### src/rtl/decode_sequencer.sv
// Registered instruction decoder that walks the register-file operand sequence of each
// accepted 16-bit instruction. Optional macro DECODE_SEQ_PIPE_EN: accept in DONE for back-to-back sequences.
module decode_sequencer #(
  parameter int DATA_W       = 16,
  parameter int ILLEGAL_HALT = 0
) (
  input  logic              clk,
  input  logic              reset,
  input  logic [15:0]       instr,
  input  logic              in_valid,
  output logic              in_ready,
  input  logic              step_en,
  output logic [2:0]        readnum,
  output logic              rd_valid,
  output logic [2:0]        writenum,
  output logic              wr_valid,
  output logic [1:0]        nsel,
  output logic [2:0]        opcode,
  output logic [1:0]        op,
  output logic [1:0]        shift,
  output logic [DATA_W-1:0] sximm5,
  output logic [DATA_W-1:0] sximm8,
  output logic              done,
  output logic              halted,
  output logic              illegal
);

  typedef enum logic [2:0] {
    IDLE,
    STEP1,
    STEP2,
    STEP3,
    DONE,
    HALT
  } state_e;

  // Step descriptor: {read, write, nsel}; nsel 00 Rn, 01 Rd, 10 Rm, 11 none.
  localparam logic [3:0] STEP_NONE = 4'b0011;
  localparam logic [3:0] RD_RN     = 4'b1000;
  localparam logic [3:0] RD_RD     = 4'b1001;
  localparam logic [3:0] RD_RM     = 4'b1010;
  localparam logic [3:0] WR_RN     = 4'b0100;
  localparam logic [3:0] WR_RD     = 4'b0101;

  function automatic logic [3:0] stepOf(input logic [15:0] ins, input logic [1:0] idx);
    logic [3:0] s0;
    logic [3:0] s1;
    logic [3:0] s2;
    s0 = STEP_NONE;
    s1 = STEP_NONE;
    s2 = STEP_NONE;
    case (ins[15:13])
      3'b011: begin
        s0 = RD_RN;
        s1 = WR_RD;
      end
      3'b100: begin
        s0 = RD_RN;
        s1 = RD_RD;
      end
      3'b101: begin
        case (ins[12:11])
          2'b01: begin
            s0 = RD_RN;
            s1 = RD_RM;
          end
          2'b11: begin
            s0 = RD_RM;
            s1 = WR_RD;
          end
          default: begin
            s0 = RD_RN;
            s1 = RD_RM;
            s2 = WR_RD;
          end
        endcase
      end
      3'b110: begin
        case (ins[12:11])
          2'b10: s0 = WR_RN;
          2'b00: begin
            s0 = RD_RM;
            s1 = WR_RD;
          end
          default: ;
        endcase
      end
      default: ;
    endcase
    case (idx)
      2'd0:    return s0;
      2'd1:    return s1;
      2'd2:    return s2;
      default: return STEP_NONE;
    endcase
  endfunction

  function automatic logic isIllegalOp(input logic [15:0] ins);
    return (ins[15:13] inside {3'b000, 3'b001, 3'b010}) ||
           ((ins[15:13] == 3'b110) && ins[11]);
  endfunction

  function automatic logic isHaltOp(input logic [15:0] ins);
    return ins[15:13] == 3'b111;
  endfunction

  function automatic state_e entryState(input logic [15:0] ins);
    if (isHaltOp(ins)) return HALT;
    if (isIllegalOp(ins)) return (ILLEGAL_HALT != 0) ? HALT : DONE;
    return STEP1;
  endfunction

  state_e      state_q, state_d;
  logic [15:0] instr_q, instr_d;
  logic        illegal_q, illegal_d;

  logic [1:0]  stepIdx;
  logic        stepActive;
  logic [3:0]  curStep;
  logic        lastStep;
  logic [2:0]  fieldReg;

  always_ff @(posedge clk) begin
    if (reset) begin
      state_q   <= IDLE;
      instr_q   <= 16'h0000;
      illegal_q <= 1'b0;
    end else begin
      state_q   <= state_d;
      instr_q   <= instr_d;
      illegal_q <= illegal_d;
    end
  end

  // An accept overrides the per-state transition; in_ready limits it to IDLE (or DONE when pipelined).
  always_comb begin
    state_d   = state_q;
    instr_d   = instr_q;
    illegal_d = 1'b0;
    case (state_q)
      STEP1, STEP2, STEP3: begin
        if (step_en) begin
          if (lastStep) state_d = DONE;
          else if (state_q == STEP1) state_d = STEP2;
          else state_d = STEP3;
        end
      end
      DONE:    state_d = IDLE;
      HALT:    state_d = HALT;
      default: state_d = IDLE;
    endcase
    if (in_valid && in_ready) begin
      state_d   = entryState(instr);
      instr_d   = instr;
      illegal_d = isIllegalOp(instr);
    end
  end

  always_comb begin
    stepIdx    = 2'd0;
    stepActive = 1'b0;
    case (state_q)
      STEP1: begin
        stepIdx    = 2'd0;
        stepActive = 1'b1;
      end
      STEP2: begin
        stepIdx    = 2'd1;
        stepActive = 1'b1;
      end
      STEP3: begin
        stepIdx    = 2'd2;
        stepActive = 1'b1;
      end
      default: ;
    endcase
    curStep  = stepActive ? stepOf(instr_q, stepIdx) : STEP_NONE;
    lastStep = (stepOf(instr_q, stepIdx + 2'd1) == STEP_NONE);
    case (curStep[1:0])
      2'b00:   fieldReg = instr_q[10:8];
      2'b01:   fieldReg = instr_q[7:5];
      2'b10:   fieldReg = instr_q[2:0];
      default: fieldReg = 3'd0;
    endcase
`ifdef DECODE_SEQ_PIPE_EN
    in_ready = (state_q == IDLE) || (state_q == DONE);
`else
    in_ready = (state_q == IDLE);
`endif
  end

  assign rd_valid = curStep[3];
  assign wr_valid = curStep[2];
  assign nsel     = curStep[1:0];
  assign readnum  = rd_valid ? fieldReg : 3'd0;
  assign writenum = wr_valid ? fieldReg : 3'd0;

  assign done    = (state_q == DONE);
  assign halted  = (state_q == HALT);
  assign illegal = illegal_q;

  assign opcode = instr_q[15:13];
  assign op     = instr_q[12:11];
  assign shift  = instr_q[4:3];
  assign sximm5 = {{(DATA_W-5){instr_q[4]}}, instr_q[4:0]};
  assign sximm8 = {{(DATA_W-8){instr_q[7]}}, instr_q[7:0]};

endmodule

### config.mk
export PLATFORM = sky130hd
export DESIGN_NAME = decode_sequencer
export DESIGN_NICKNAME = d
export VERILOG_FILES = /design/src/rtl/decode_sequencer.sv
export SDC_FILE = /design/constraint.sdc
export NUM_CORES = 1
export LEC_CHECK = 0
export ABC_CLOCK_PERIOD_IN_PS = 2700
export CELL_PAD_IN_SITES_DETAIL_PLACEMENT = 1
export CELL_PAD_IN_SITES_GLOBAL_PLACEMENT = 2
export CORE_MARGIN = 3
export CORE_UTILIZATION = 23
export DETAILED_ROUTE_END_ITERATION = 6
export PLACE_DENSITY = 0.87
export SETUP_SLACK_MARGIN = 0.02
export SYNTH_ARGS = -nofsm -noshare
export SYNTH_HDL_FRONTEND = slang
export SYNTH_SLANG_ARGS = --single-unit
### constraint.sdc
create_clock -name clk -period 2.7 [get_ports clk]
set_input_delay 0.27 -clock clk [delete_from_list [all_inputs] [get_ports clk]]
set_output_delay 0.27 -clock clk [all_outputs]
set_load 0.03 [all_outputs]
* After elaboration in Yosys (flattened, before gate mapping)
Cells that the tools add are included.
** Word-level totals
- Input port bits :: 20
- Register bits after elaboration :: 20
- Output and inout bits :: 53
** Operators by class
- Mux-type cells :: 30
- Equal/unequal tests :: 24
- Bitwise operators :: 1
- Reductions and logical operators :: 14
- $add $sub $neg :: 1
** Operator list (count)
- 2-to-1 mux 3 bit :: 12
- case mux 4 bit (3 select lines) :: 3
- equality test 3 bit, second input constant :: 7
- case mux 4 bit (4 select lines) :: 1
- equality test 3 x 2 -> 1 bit, second input constant :: 4
- equality test 2 bit, second input constant :: 5
- case mux 3 bit (3 select lines) :: 1
- equality test 2 x 1 -> 1 bit, second input constant :: 4
- logical NOT 2 bit :: 4
- 2-to-1 mux 4 bit :: 2
- case mux 4 bit (2 select lines) :: 1
- 2-to-1 mux 1 bit :: 7
- equality test 3 x 1 -> 1 bit, second input constant :: 2
- logical NOT 3 bit :: 2
- case mux 3 bit (2 select lines) :: 1
- OR reduction 2 bit :: 3
- equality test 4 x 2 -> 1 bit, second input constant :: 1
- case mux 2 bit (2 select lines) :: 1
- inequality test 3 x 1 -> 1 bit, second input constant :: 1
- nonzero test 3 bit :: 1
- OR reduction 3 bit :: 1
- adder 2 x 1 -> 2 bit, second input constant :: 1
- logical AND 1 bit :: 2
- 2-to-1 mux 2 bit :: 1
- other kinds (2) :: 2

* Logic depth before layout (Yosys ltp)
Gate-level depths: netlist of run 1.
- Depth in word-level cells :: 10
- Mapped depth :: 7
- Mapped depth without buffers :: 5

* Least setup slack after synthesis of run 1
No wires, ideal clock.
- Path kind :: reg2out
- Start :: register instr_q[14]
- End :: output port writenum[0]
- Setup slack :: 0.314 ns
- Required time :: 2.430 ns
- Cell stages (with the launch flop) :: 7
- Arrival :: 2.116 ns
- Cells stage by stage :: dfxtp_1 > buf_2 > or4b_1 > a21oi_1 > o211ai_1 > a31oi_2 > a21boi_1
** On the way
- Elaborated cells between the ends (all ways) :: 15
- Those cells by class :: eq/ne (6); mux (7); reduce/logical (2)
** RTL lines
- start: declaration :: RTL line 114 : logic [15:0] instr_q, instr_d;
- start signal: assignment :: RTL line 130 : instr_q <= instr_d;
- equality test 3 bit / equality test 3 x 2 -> 1 bit (equally long branches) :: RTL line 52 : case (ins[15:13])
- OR reduction 2 bit (no line)
- case mux 4 bit (3 select lines) :: RTL line 52
- case mux 4 bit (3 select lines) * :: RTL line 90 : case (idx)
- 2-to-1 mux 4 bit * :: RTL line 177 : curStep = stepActive ? stepOf(instr_q, stepIdx) : STEP_NONE;
- via wr_valid :: RTL line 16 : output logic wr_valid,
- 2-to-1 mux 3 bit * :: RTL line 196 : assign writenum = wr_valid ? fieldReg : 3'd0;
- end: declaration :: RTL line 15 : output logic [2:0] writenum,
The timed path passes the listed nets; every way through them passes the cells marked *.

* Worst setup path in the final report of run 1
- Start :: register state_q[1]
- End :: output port nsel[0]
** On the way
- Longest elaborated chain between the ends :: 5
- Elaborated cells between the ends (all ways) :: 11
- Those cells by class :: eq/ne (5); mux (4); reduce/logical (2)
** Ends and longest elaborated chain
- start: declaration :: RTL line 113 : state_e state_q, state_d;
- start signal: assignment :: RTL line 129 : state_q <= state_d;
- equality test 3 x 2 -> 1 bit :: RTL line 162 : case (state_q)
- case mux 2 bit (2 select lines) :: RTL line 162
- equality test 2 bit, or another cell as far along :: RTL line 90
- case mux 4 bit (3 select lines) :: RTL line 90
- 2-to-1 mux 4 bit * :: RTL line 177
- end: declaration :: RTL line 17 : output logic [1:0] nsel,
Every way passes the cells marked *; elsewhere a longest branch is shown, timed or not.

==> flow_summary_export.csv, run 1 <==
group,metric,value,unit
cells_and_area,diodes,0,
worst_setup_path,cp.arrival,2.25,ns
clocking,cts_resized,6,
global_route,grt_max_degree,21,
worst_setup_path,reg2reg_depth,5,
timing,fin_tns_setup,0,ns
cells_and_area,nFillCells,759,
floorplanning,coreArea,0.00642,sq mm
power,power_density,434,mW/mm^2
clocking,cts_buffers,3,
worst_setup_path,start_kind,"register",
cells_and_area,layout.area.seq,404,sq um
synth,synth-seq-cells,20,
synth,netlist_area,0.00153,sq mm
synth,async_reset_ff_share,0,%
power,intPower,0.593,mW
worst_setup_path,reg2reg_slack,0.75,ns
route,detail_route.wl_per_cell,14.3,microns
synth,synth-edff-count,0,
timing,fmaxAchievable,396,MHz
floorplanning,die_w,87.7,microns
floorplanning,chipHeight,87.7,microns
power,p_leak,0.833,nW
worst_setup_path,r2r_start,"state_q[0]",
synth,syn_nets,228,
worst_setup_path,cp-endpoint,"nsel[0]",
clocking,post-cts-setup-buffers,0,
timing,setup_viol,0,
cells_and_area,nNetsFinal,263,
floorplanning,fp.dieArea,0.00769,sq mm
timing,whs,0.468,ns
cells_and_area,final_cell_mix,"clkdlybuf4s50_1 (64), nand2_1 (44), a21oi_1 (24), dfxtp_1 (17), buf_4 (13)",
clocking,cts_max_path_buffers,2,
power,irDropWorstVdd,164,uV
clocking,root_buffer,"clkbuf_8",
route,dr.pass1.iters,4,
job,max_cap_violations,0,
timing,hold_violations,0,
outcome,outcome,"finished clean",
clocking,clk_pin_slew,0.08,ns
clocking,cts_sinks,20,
placement,port_buffers,72,
power,power_frac_comb,37.3,%
cells_and_area,drive_gt1_share,11.2,%
cells_and_area,multi_input_area,772,sq um
power,p_seq_share,37.8,%
timing,worstMarginPinSlew,0.804,ns
clocking,clk_latency,0.26,ns
timing,maxSlewHeadroom,46.2,%
timing,layout_worst_path_cycle_share,93.5,%
route,drc,0,
power,p_sw,0.334,mW
placement,gp_congestion,0.850,
floorplanning,start_util,23.9,%
global_route,grt_overflow,0,
power,clock_power_share,24.9,%
worst_setup_path,cp-end-kind,"output port",
synth,yosysSeqAreaShare,26.1,%
clocking,cts_tree,"yes",
global_route,grt_pass1_vias,1536,
route,via_per_inst,4.61,
synth,synth_cells,208,
worst_setup_path,crit_fanout,6,
route,ant_nets,0,
synth,synth.avg_cell_area,7.37,sq um
synth,synthFlopType,"dfxtp_1",
floorplanning,rows,29,
power,totalPowerFinal,0.928,mW
global_route,track_usage,12.2,%
global_route,grt_antenna_before_repair,0,
timing,clock_skew,0.00294,ns
route,drt_iter0_drc,72,
placement,dp_hpwl,3490,microns
worst_setup_path,critPathKind,"reg -> out",
timing,rsz0062_at_grt,"no",
floorplanning,ios,73,
route,routed_wl,4570,microns
route,dr_total_vias,1472,
cells_and_area,area_delta_synth_final,39.5,%
worst_setup_path,r2r_end,"state_q[2]",
timing,maxSlewViolCount,0,
clocking,htree_levels,1,
synth,ys_warn_count,0,
cells_and_area,final_common_cell,"clkdlybuf4s50_1",
synth,synth_cell_types,38,
worst_setup_path,required,2.43,ns
power,switching_share,36.0,%
hold_path,hp-class,"reg -> reg",
cells_and_area,finalNonFillerCells,319,
global_route,grt_pass1_wl,7530,microns
placement,placed_cells,315,
timing,period_minus_slack,2.52,ns
worst_setup_path,critPathLaunch,"state_q[1]",
hold_path,hold_depth,2,
clocking,cts-hold-fix-buffers,0,
cells in the mapped netlist (2+ instances only):
| cell | number | area, sq um |
|---|---|---|
| nand3b_1 | 2 | 15.0 |
| o211ai_1 | 2 | 15.0 |
| o21ai_0 | 3 | 15.0 |
| a21o_1 | 2 | 15.0 |
| clkbuf_1 | 3 | 11.3 |
| nor4_1 | 4 | 25.0 |
| buf_2 | 8 | 40.0 |
| inv_1 | 6 | 22.5 |
| nand2b_1 | 4 | 25.0 |
| or2_0 | 3 | 18.8 |
| nor3_1 | 9 | 45.0 |
| mux2i_1 | 6 | 60.1 |
| buf_4 | 40 | 300 |
| a21boi_1 | 3 | 22.5 |
| dfxtp_1 | 20 | 400 |
| nand2_1 | 44 | 165 |
| nor2_1 | 5 | 18.8 |
| a21oi_1 | 24 | 120 |
sequential cells by signal (all words and copies together) (netlist names):
name	cells
instr_q	16
state_q	3
illegal	1
through the flow:
stage / util, % / setup slack (ns) / cell area [sq um]
floorplan: - / 0.314 / 1530
global placement: 32.1 / 0.129 / 2060
detailed placement: 32.1 / 0.0591 / 2060
CTS: 33.1 / 0.0396 / 2130
global route: 33.3 / 0.0206 / 2140
finish: 33.3 / 0.176 / 2140
worst min path at each step:
stage                            from     endpoint  slack (ns)
final                      instr_q[8]   instr_q[8]        0.47
after global routing       instr_q[8]   instr_q[8]        0.49
after floorplan             instr[10]  instr_q[10]        0.41
after global placement     instr_q[9]   instr_q[9]        0.44
after CTS                 instr_q[10]  instr_q[10]        0.47
after detailed placement  instr_q[10]  instr_q[10]        0.46
worst max-delay path, stage by stage, from the launching register on:
cell             delay [ns]
dfxtp_1                0.41
nand2b_1               0.23
a32oi_4                0.39
nor3_1                 0.09
buf_4                  0.16
inv_1                  0.05
clkdlybuf4s50_1        0.66
power by group through the flow:
stage	Combinational (mW)	Sequential, mW	Clock [mW]
3_5_place_dp	0.349	0.357	0
2_1_floorplan	0.262	0.343	0
6_report	0.346	0.351	0.231
5_1_grt	0.373	0.357	0.247
3_3_place_gp	0.346	0.356	0
4_1_cts	0.351	0.351	0.235
cells by family (layout without fill, tap and decap cells):
family / after synthesis / in the layout / share of synthesized area, %
mux: 6 / 6 / 3.92
buf+inv: 58 / 92 / 24.6
flops: 20 / 20 / 26.1
compound gates: 43 / 43 / 19.6
simple gates: 81 / 81 / 25.8
area by class of cell:
type	instances	share of cell area, %
inverters	6	1.05
clock buffers	4	2.57
multi-input cells	130	36.1
repair buffers	82	36.9
well taps	77	4.50
flip-flops and latches	20	18.9
routing by layer:
metal | vias up | global-route usage, % | wire length, microns
li1 | 735 | - | -
met1 | 688 | 16.5 | 2160
met2 | 43 | 19.5 | 2140
met3 | 6 | 1.69 | 185
met4 | 0 | 4.60 | 88
met5 | - | 0 | 0
No activity file was read; power rests on OpenSTA's default activity.
==> inputs of run 2 (changes only) <==
--- a/config.mk
+++ b/config.mk
@@ -11,8 +11,11 @@
 export CORE_MARGIN = 3
 export CORE_UTILIZATION = 23
 export DETAILED_ROUTE_END_ITERATION = 6
+export GPL_ROUTABILITY_DRIVEN = 0
+export MAX_ROUTING_LAYER = met4
 export PLACE_DENSITY = 0.87
 export SETUP_SLACK_MARGIN = 0.02
+export SLEW_MARGIN = 20
 export SYNTH_ARGS = -nofsm -noshare
 export SYNTH_HDL_FRONTEND = slang
 export SYNTH_SLANG_ARGS = --single-unit
==> run 2 against run 1 <==
Effect of this change: combinational power barely moved; critical path depth unchanged; fmax about the same; largest power group unchanged.
==> flow_summary_export.csv, run 2 (synthesized netlist as in run 1, its figures left out) <==
group,metric,value,unit
outcome,outcome,"finished clean",
route,dr.pass1.iters,4,
worst_setup_path,crit_family,"buffers and inverters",
clocking,root_buffer,"clkbuf_8",
worst_setup_path,crit_path_top_delay_cell,"clkdlybuf4s50_1",
clocking,post-cts-setup-buffers,0,
cells_and_area,largest_reg_flops,16,
clocking,cts_sinks,20,
cells_and_area,diodes,0,
clocking,clk_pin_slew,0.08,ns
cells_and_area,final_common_cell,"clkdlybuf4s50_1",
timing,worstMarginPinSlew,0.805,ns
floorplanning,ios,73,
hold_path,hold-path-endpoint,"instr_q[8]",
global_route,grt_pass1_vias,1537,
timing,maxSlewViolCount,0,
placement,dp_hpwl,3490,microns
worst_setup_path,cp-end-kind,"output port",
clocking,cts_buffers,3,
power,irDropWorstVdd,164,uV
clocking,cts-hold-fix-buffers,0,
worst_setup_path,reg2reg_slack,0.75,ns
hold_path,hold_depth,2,
worst_setup_path,crit_buf_inv,3,
cells_and_area,area_delta_synth_final,39.5,%
timing,setup_viol,0,
route,drc,0,
worst_setup_path,slowest_delay,0.66,ns
worst_setup_path,reg2reg_depth,5,
global_route,track_usage,12.5,%
clocking,cts_max_path_buffers,2,
timing,maxSlewHeadroom,46.1,%
timing,layout_worst_path_cycle_share,93.5,%
route,ant_nets,0,
worst_setup_path,cp.arrival,2.26,ns
power,power_density,434,mW/mm^2
worst_setup_path,start_kind,"register",
worst_setup_path,crit_fanout,6,
timing,whs,0.468,ns
route,via_per_inst,4.61,
global_route,grt_max_degree,21,
worst_setup_path,critPathKind,"reg -> out",
global_route,grt_antenna_before_repair,0,
placement,port_buffers,72,
cells_and_area,final_cell_mix,"clkdlybuf4s50_1 (64), nand2_1 (44), a21oi_1 (24), dfxtp_1 (17), buf_4 (13)",
worst_setup_path,r2r_start,"state_q[0]",
clocking,cts_tree,"yes",
route,routed_wl,4600,microns
global_route,grt_overflow,0,
timing,rsz0062_at_grt,"no",
floorplanning,start_util,23.9,%
worst_setup_path,cp.depth,6,
floorplanning,chipHeight,87.7,microns
placement,dpl_cell_area,0.00206,sq mm
worst_setup_path,required,2.43,ns
job,max_cap_violations,0,
timing,fin_tns_setup,0,ns
timing,clock_skew,0.00284,ns
clocking,htree_levels,1,
hold_path,hp-class,"reg -> reg",
clocking,clk_latency,0.26,ns
worst_setup_path,worstPathCellList,"nand2b_1, a32oi_4, nor3_1, buf_4, inv_1, clkdlybuf4s50_1",
floorplanning,die_w,87.7,microns
worst_setup_path,r2r_end,"state_q[2]",
route,dr_total_vias,1469,
timing,period_minus_slack,2.53,ns
route,detail_route.wl_per_cell,14.4,microns
global_route,grt_pass1_wl,7510,microns
timing,fmaxAchievable,396,MHz
floorplanning,fp.dieArea,0.00769,sq mm
cells_and_area,regMostFlops,"instr_q",
power,p_leak,0.833,nW
timing,hold_violations,0,
floorplanning,rows,29,
floorplanning,coreArea,0.00642,sq mm
route,drt_iter0_drc,80,
cells_and_area,nNetsFinal,263,
cells_and_area,fin_area,0.00214,sq mm
cells_and_area,drive_gt1_share,11.2,%
hold_path,hold_start,"instr_q[8]",
-- run 2: cell counts in the layout (fill, tap and decap cells not counted) --
No cell type changed its count.
-- run 2: worst max-delay path by stage --
stage          slack [ns]         from     endpoint
6_report             0.17   state_q[1]      nsel[0]
5_1_grt              0.02   state_q[1]   readnum[2]
4_1_cts              0.04  instr_q[12]     wr_valid
3_5_place_dp         0.06  instr_q[13]   readnum[2]
3_3_place_gp         0.13  instr_q[14]   readnum[0]
2_1_floorplan        0.31  instr_q[14]  writenum[0]
-- run 2: final cells by class --
type	count	area [sq um]
clock buffers	4	55.1
fillers	759	4280
inverters	6	22.5
multi-input cells	130	772
flip-flops and latches	20	404
well taps	77	96.3
repair buffers	82	790
-- run 2: metrics by stage --
step / util [%] / setup slack (ns) / cells / total power [mW]
4_1_cts: 33.1 / 0.0396 / 319 / 0.937
2_1_floorplan: - / 0.314 / 208 / 0.605
3_3_place_gp: 32.1 / 0.129 / 315 / 0.702
3_5_place_dp: 32.1 / 0.0591 / 315 / 0.706
6_report: 33.3 / 0.175 / 319 / 0.929
5_1_grt: 33.3 / 0.0206 / 319 / 0.977
-- run 2: tightest hold or removal path, delay by kind of cell (launching register included) --
kind	cells	cell delay, ns
compound gates	1	0.05
flops	1	0.32
simple gates	1	0.05
-- run 2: what timing repair did --
| item | 4_1_cts | 5_1_grt |
|---|---|---|
| setup endpoints to repair | 5 | 5 |
| hold endpoints to repair | 0 | 0 |
| resized for setup | 6 | 4 |
-- run 2: per-layer routing --
layer	vias to the layer above	routed length (microns)	part of all wire [%]	GRT usage, %
met3	6	144	3.1	1.03
met2	43	2130	46	19.5
met5	-	0	0	-
met4	0	88	1.9	4.60
li1	734	-	-	-
met1	686	2240	49	16.9
-- run 2: power breakdown --
group / switching [mW] / internal, mW
Combinational: 0.200 / 0.147
Sequential: 0.0342 / 0.317
Clock: 0.101 / 0.130
